===== config.mk =====
export PLATFORM = sky130hd
export DESIGN_NAME = ahb_mst
export DESIGN_NICKNAME = d
export VERILOG_FILES = /design/src/rtl/ahb_pkg.sv /design/src/rtl/ahb_mst.sv
export SDC_FILE = /design/constraint.sdc
export NUM_CORES = 1
export LEC_CHECK = 0
export BUFFER_PORTS_ARGS = -buffer_cell sky130_fd_sc_hd__clkbuf_2
export CAP_MARGIN = 20
export CELL_PAD_IN_SITES_DETAIL_PLACEMENT = 0
export CELL_PAD_IN_SITES_GLOBAL_PLACEMENT = 2
export CORE_ASPECT_RATIO = 0.6
export CORE_MARGIN = 3
export CORE_UTILIZATION = 29
export CTS_BUF_LIST = sky130_fd_sc_hd__clkbuf_4 sky130_fd_sc_hd__clkbuf_8 sky130_fd_sc_hd__clkbuf_16
export DETAILED_ROUTE_END_ITERATION = 12
export GPL_TIMING_DRIVEN = 0
export PLACE_DENSITY_LB_ADDON = 0.1
export SETUP_SLACK_MARGIN = 0.15
export SLEW_MARGIN = 20
export SYNTH_ARGS = -nofsm -noshare
export SYNTH_HDL_FRONTEND = slang
export SYNTH_SLANG_ARGS = --single-unit

===== constraint.sdc =====
create_clock -name hclk -period 3.8 [get_ports hclk]
set_input_delay 0.38 -clock hclk [delete_from_list [all_inputs] [get_ports hclk]]
set_output_delay 0.38 -clock hclk [all_outputs]
set_load 0.1 [all_outputs]

===== src/rtl/ahb_pkg.sv =====
// Shared AHB-Lite encodings and the master's FSM state type.
package ahb_pkg;

  // Transfer type. Only IDLE and NONSEQ are used by a single-transfer master.
  localparam logic [1:0] HTRANS_IDLE   = 2'b00;
  localparam logic [1:0] HTRANS_NONSEQ = 2'b10;

  // Slave response.
  localparam logic [1:0] HRESP_OKAY  = 2'b00;
  localparam logic [1:0] HRESP_ERROR = 2'b01;

  // Transfer size.
  localparam logic [2:0] HSIZE_BYTE = 3'b000;
  localparam logic [2:0] HSIZE_HALF = 3'b001;
  localparam logic [2:0] HSIZE_WORD = 3'b010;

  // Burst type: this master only ever issues single transfers.
  localparam logic [2:0] HBURST_SINGLE = 3'b000;

  typedef enum logic [1:0] {
    ST_IDLE,
    ST_ADDR,
    ST_DATA,
    ST_DONE
  } state_e;

  // A request is legal when its size is byte/half/word and the address is
  // naturally aligned to that size.
  function automatic logic is_legal(input logic [1:0] size, input logic [1:0] addr_lo);
    logic [2:0] hs;
    hs = {1'b0, size};
    case (hs)
      HSIZE_BYTE: is_legal = 1'b1;
      HSIZE_HALF: is_legal = (addr_lo[0] == 1'b0);
      HSIZE_WORD: is_legal = (addr_lo == 2'b00);
      default:    is_legal = 1'b0;
    endcase
  endfunction

endpackage


===== src/rtl/ahb_mst.sv =====
// Single-transfer, non-pipelined AHB-Lite master. A request is captured in
// IDLE, issued as one NONSEQ address phase, completed in the data phase, and
// reported one cycle later as an ack (OKAY) or err (ERROR) pulse. Illegal
// requests (size 11 or misaligned) are rejected without any bus activity.
module ahb_mst
  import ahb_pkg::*;
#(
  parameter int addr_w = 32
) (
  input  logic              hclk,
  input  logic              hreset,
  // request side
  input  logic              req,
  input  logic              we,
  input  logic [addr_w-1:0] addr,
  input  logic [31:0]       wd,
  input  logic [1:0]        size,
  output logic              busy,
  output logic              ack,
  output logic              err,
  output logic [31:0]       rd,
  // AHB side
  output logic [addr_w-1:0] haddr,
  output logic [31:0]       hwdata,
  output logic              hwrite,
  output logic [1:0]        htrans,
  output logic [2:0]        hsize,
  output logic [2:0]        hburst,
  input  logic [31:0]       hrdata,
  input  logic              hready,
  input  logic [1:0]        hresp
);

  state_e            state;
  state_e            state_nx;

  // Captured request.
  logic              we_q;
  logic [addr_w-1:0] addr_q;
  logic [31:0]       wd_q;
  logic [1:0]        size_q;

  // Completion status and read data.
  logic              resp_err_q;
  logic [31:0]       rd_q;

  // High for the single cycle following a rejected request.
  logic              rej_q;

  logic              sample;
  logic              accept;
  logic              reject;

  // A request is only looked at in IDLE and not during the reject cycle,
  // which counts as busy.
  assign sample = (state == ST_IDLE) && req && !rej_q;
  assign accept = sample &&  is_legal(size, addr[1:0]);
  assign reject = sample && !is_legal(size, addr[1:0]);

  // State register.
  always_ff @(posedge hclk or posedge hreset) begin
    // NOTE: sequential state is always assigned with <= so every flop samples
    // the pre-edge value of every other flop.
    if (hreset) state <= ST_IDLE;
    else        state <= state_nx;
  end

  // Next-state decode and handshake/AHB control outputs.
  always_comb begin
    // NOTE: every output gets a default before the case so no path through
    // this block leaves a signal unassigned (which would infer a latch).
    state_nx = state;
    htrans   = HTRANS_IDLE;
    busy     = 1'b1;
    ack      = 1'b0;
    err      = rej_q;
    case (state)
      ST_IDLE: begin
        busy = rej_q;
        if (accept) state_nx = ST_ADDR;
      end
      ST_ADDR: begin
        htrans = HTRANS_NONSEQ;
        if (hready) state_nx = ST_DATA;
      end
      ST_DATA: begin
        if (hready) state_nx = ST_DONE;
      end
      ST_DONE: begin
        ack      = !resp_err_q;
        err      =  resp_err_q;
        state_nx = ST_IDLE;
      end
      default: state_nx = ST_IDLE;
    endcase
  end

  // Capture the request when it is accepted; held until the next accept.
  always_ff @(posedge hclk or posedge hreset) begin
    if (hreset) begin
      we_q   <= 1'b0;
      addr_q <= '0;
      wd_q   <= '0;
      size_q <= 2'b00;
    end else if (accept) begin
      we_q   <= we;
      addr_q <= addr;
      wd_q   <= wd;
      size_q <= size;
    end
  end

  // Sample the response (and read data on an OKAY read) at the end of the
  // data phase so they are visible in DONE alongside ack/err.
  always_ff @(posedge hclk or posedge hreset) begin
    if (hreset) begin
      resp_err_q <= 1'b0;
      rd_q       <= '0;
    end else if ((state == ST_DATA) && hready) begin
      resp_err_q <= (hresp != HRESP_OKAY);
      if (!we_q && (hresp == HRESP_OKAY)) rd_q <= hrdata;
    end
  end

  // Flag a rejected request for one cycle to produce the err pulse.
  always_ff @(posedge hclk or posedge hreset) begin
    if (hreset) rej_q <= 1'b0;
    else        rej_q <= reject;
  end

  // Bus signals come straight from the captured registers, so they are zero
  // in reset and stay quiet between transfers.
  assign haddr  = addr_q;
  assign hwrite = we_q;
  assign hwdata = wd_q;
  assign hsize  = {1'b0, size_q};
  assign hburst = HBURST_SINGLE;
  assign rd     = rd_q;

endmodule


==> flow_summary.json <==
{
  "yosysMostFrequentCell": "dfrtp_1",
  "status": "completed",
  "vias": 2746,
  "finalWirelength_mm": 9.92,
  "yosys.cell_types.count": 23,
  "cp_top_family": "buffers and inverters",
  "tritoncts": "yes",
  "start_util_pct": 30.7,
  "required_ns": 3.42,
  "vias_per_cell": 4.16,
  "critical_path_arrival_ns": 1.63,
  "grt_pass1_wl_mm": 16.3,
  "synth_area_leaders": "dfrtp_1 63%, mux2_2 21%, mux2_4 7.4%",
  "skew_ns": 0.00794,
  "period_needed_ns": 2.01,
  "maxCapViolCount": 0,
  "max_stage_delay_ns": 0.50,
  "top_layer_used": "met4",
  "die-area_um2": 15600,
  "dr.pass1.iters": 4,
  "io_pins": 213,
  "cts_sinks": 103,
  "ys.flop_type": "dfrtp_1",
  "post_dp_cell_area_um2": 5400,
  "clk_latency_ns": 0.34,
  "async_flop_share_pct": 100,
  "gp_congestion": 0.709,
  "muxShareOfSynthArea_pct": 29.6,
  "synth_top_area_share_pct": 63.1,
  "antenna_left": 0,
  "yosysWarnings": 0,
  "setup_viol": 0,
  "rsz0062_at_grt": "no",
  "path_cells": "ha_1 -> o21ai_0 -> clkbuf_2",
  "route.met3.wl_mm": 1.27,
  "synthSimpleGateAreaFrac_pct": 1.47,
  "initialDrtViolationCount": 90,
  "path_buf_inv": 1,
  "syn2layout_area_growth_pct": 39.4,
  "avgSynthCellArea_um2": 16.5,
  "synth_top_area_cell": "dfrtp_1",
  "tightest_slew_ns": 0.591,
  "max_freq_mhz": 496,
  "wl_met1_mm": 4.41,
  "slew_headroom_pct": 60.8,
  "path_max_fanout": 4,
  "design.core.area_um2": 13300,
  "cts_resized": 0,
  "r2r-end": "state[1]$_DFFE_PP0P_",
  "syn_inst": 247,
  "cts_root_buffer": "clkbuf_16",
  "report.final.slew_viol_count": 0,
  "hp-class": "in2async",
  "worst_r2r_path_depth": 7,
  "r2r_start": "state[0]$_DFFE_PP0P_",
  "cts_setup_buffers": 0,
  "design_area_um2": 5690,
  "hold_buffers": 0,
  "ys_seq_elements": 103,
  "num_rows": 32,
  "grt-ovfl-total": 0,
  "drive_above_1_share_pct": 71.0,
  "die_h_um": 97.9,
  "path_class": "reg2out",
  "synth_compound_area_share_pct": 1.01,
  "synth_adder_area_share_pct": 1.53,
  "antenna_found_initial": 0,
  "nNetsFinal": 580,
  "synthXorXnorAreaFrac_pct": 0,
  "synth_top_family_by_area": "multiplexers",
  "finalHoldViolations": 0,
  "clk_path_buf_depth": 2,
  "ys_top_cells_by_count": "103 x dfrtp_1, 75 x mux2_2, 20 x mux2_4, 8 x buf_4",
  "dp_hpwl_mm": 7.72,
  "die_w_um": 159,
  "fin_crit_sh_pct": 53.0,
  "synth_edf_count": 0,
  "ys_seq_area_share_pct": 63.1,
  "clk_pin_slew_worst_paths_ns": 0.07,
  "crit_slowest_cell": "clkbuf_2",
  "htree_levels": 3,
  "grt_start_max_net_pins": 55,
  "numCtsBuffers": 9,
  "critPathCaptureType": "primary output",
  "wl_per_cell_um": 15.0,
  "startpoint_type": "register",
  "r2r_slack_ns": 1.85,
  "track_usage_pct": 13.2,
  "port_buffers": 207,
  "grt_pass1_vias": 2970,
  "syn_area_um2": 4090,
  "diodes": 0,
  "route.detailed.drc": 0,
  "wl_met2_mm": 4.16
}
placed cells by master, fill, tap and decap left out, drive strengths merged:
cell type  count
ha             5
nor3           2
mux2         100
nand2          2
buf           16
clkinvlp       2
inv            4
nor2           5
dfrtp        103
nand3b         1
nand3          1
a21oi          3
mux2i          1
o21ai          1
bufinv         1
clkbuf       218
a31oi          1
nor2b          1
o21bai         1
conb           5
registers in the layout, indices dropped and copies added (netlist names):
signal	cells
rej_q	1
rd	32
resp_err_q	1
hwdata	32
hwrite	1
haddr	32
size_q	2
state	2
final cells by class:
| type | count | area [um^2] |
|---|---|---|
| Fill cell | 1291 | 7600 |
| Sequential cell | 103 | 2580 |
| Multi-Input combinational cell | 129 | 1390 |
| Timing Repair Buffer | 208 | 1060 |
| Clock buffer | 11 | 246 |
| Tap cell | 187 | 234 |
| Buffer | 15 | 114 |
| Clock inverter | 3 | 45.0 |
| Inverter | 4 | 20.0 |
metrics by stage:
| step | TNS (ns) | utilization [%] | hold slack [ns] | instances | worst slack (ns) |
|---|---|---|---|---|---|
| 2_1_floorplan | 0 | - | 0.484 | 251 | 0.705 |
| 3_3_place_gp | -66.13 | 40.4 | 0.470 | 645 | -0.650 |
| 3_5_place_dp | 0 | 40.6 | 0.450 | 646 | 1.86 |
| 4_1_cts | 0 | 42.8 | 0.0758 | 660 | 1.76 |
| 5_1_grt | 0 | 42.8 | 0.0935 | 660 | 1.67 |
| 6_report | 0 | 42.8 | 0.0618 | 660 | 1.79 |
metal layers:
metal / up-vias / global-route usage (%)
met5: - / 0
met4: 0 / 3.63
met3: 11 / 7.72
met2: 134 / 19.7
met1: 1311 / 16.5
li1: 1290 / -
worst max path at each step:
stage / from / cells after the start / to
floorplan: state[0]$_DFFE_PP0P_ / 2 / err
global placement: hreset / 2 / haddr[31]$_DFFE_PP0P_
detailed placement: state[0]$_DFFE_PP0P_ / 7 / state[1]$_DFFE_PP0P_
CTS: state[1]$_DFFE_PP0P_ / 3 / err
global route: state[1]$_DFFE_PP0P_ / 3 / err
finish: state[1]$_DFFE_PP0P_ / 3 / err
kinds of logic after synthesis:
logic type,after synthesis
buf+inv,19
simple gates,12
flops,103
compound gates,6
other cells,1
fa+ha+maj,5
mux,101
Power is left out: the tool's default activity adds up to more than one toggle a clock period on the data nets, which glitch-free logic cannot reach.
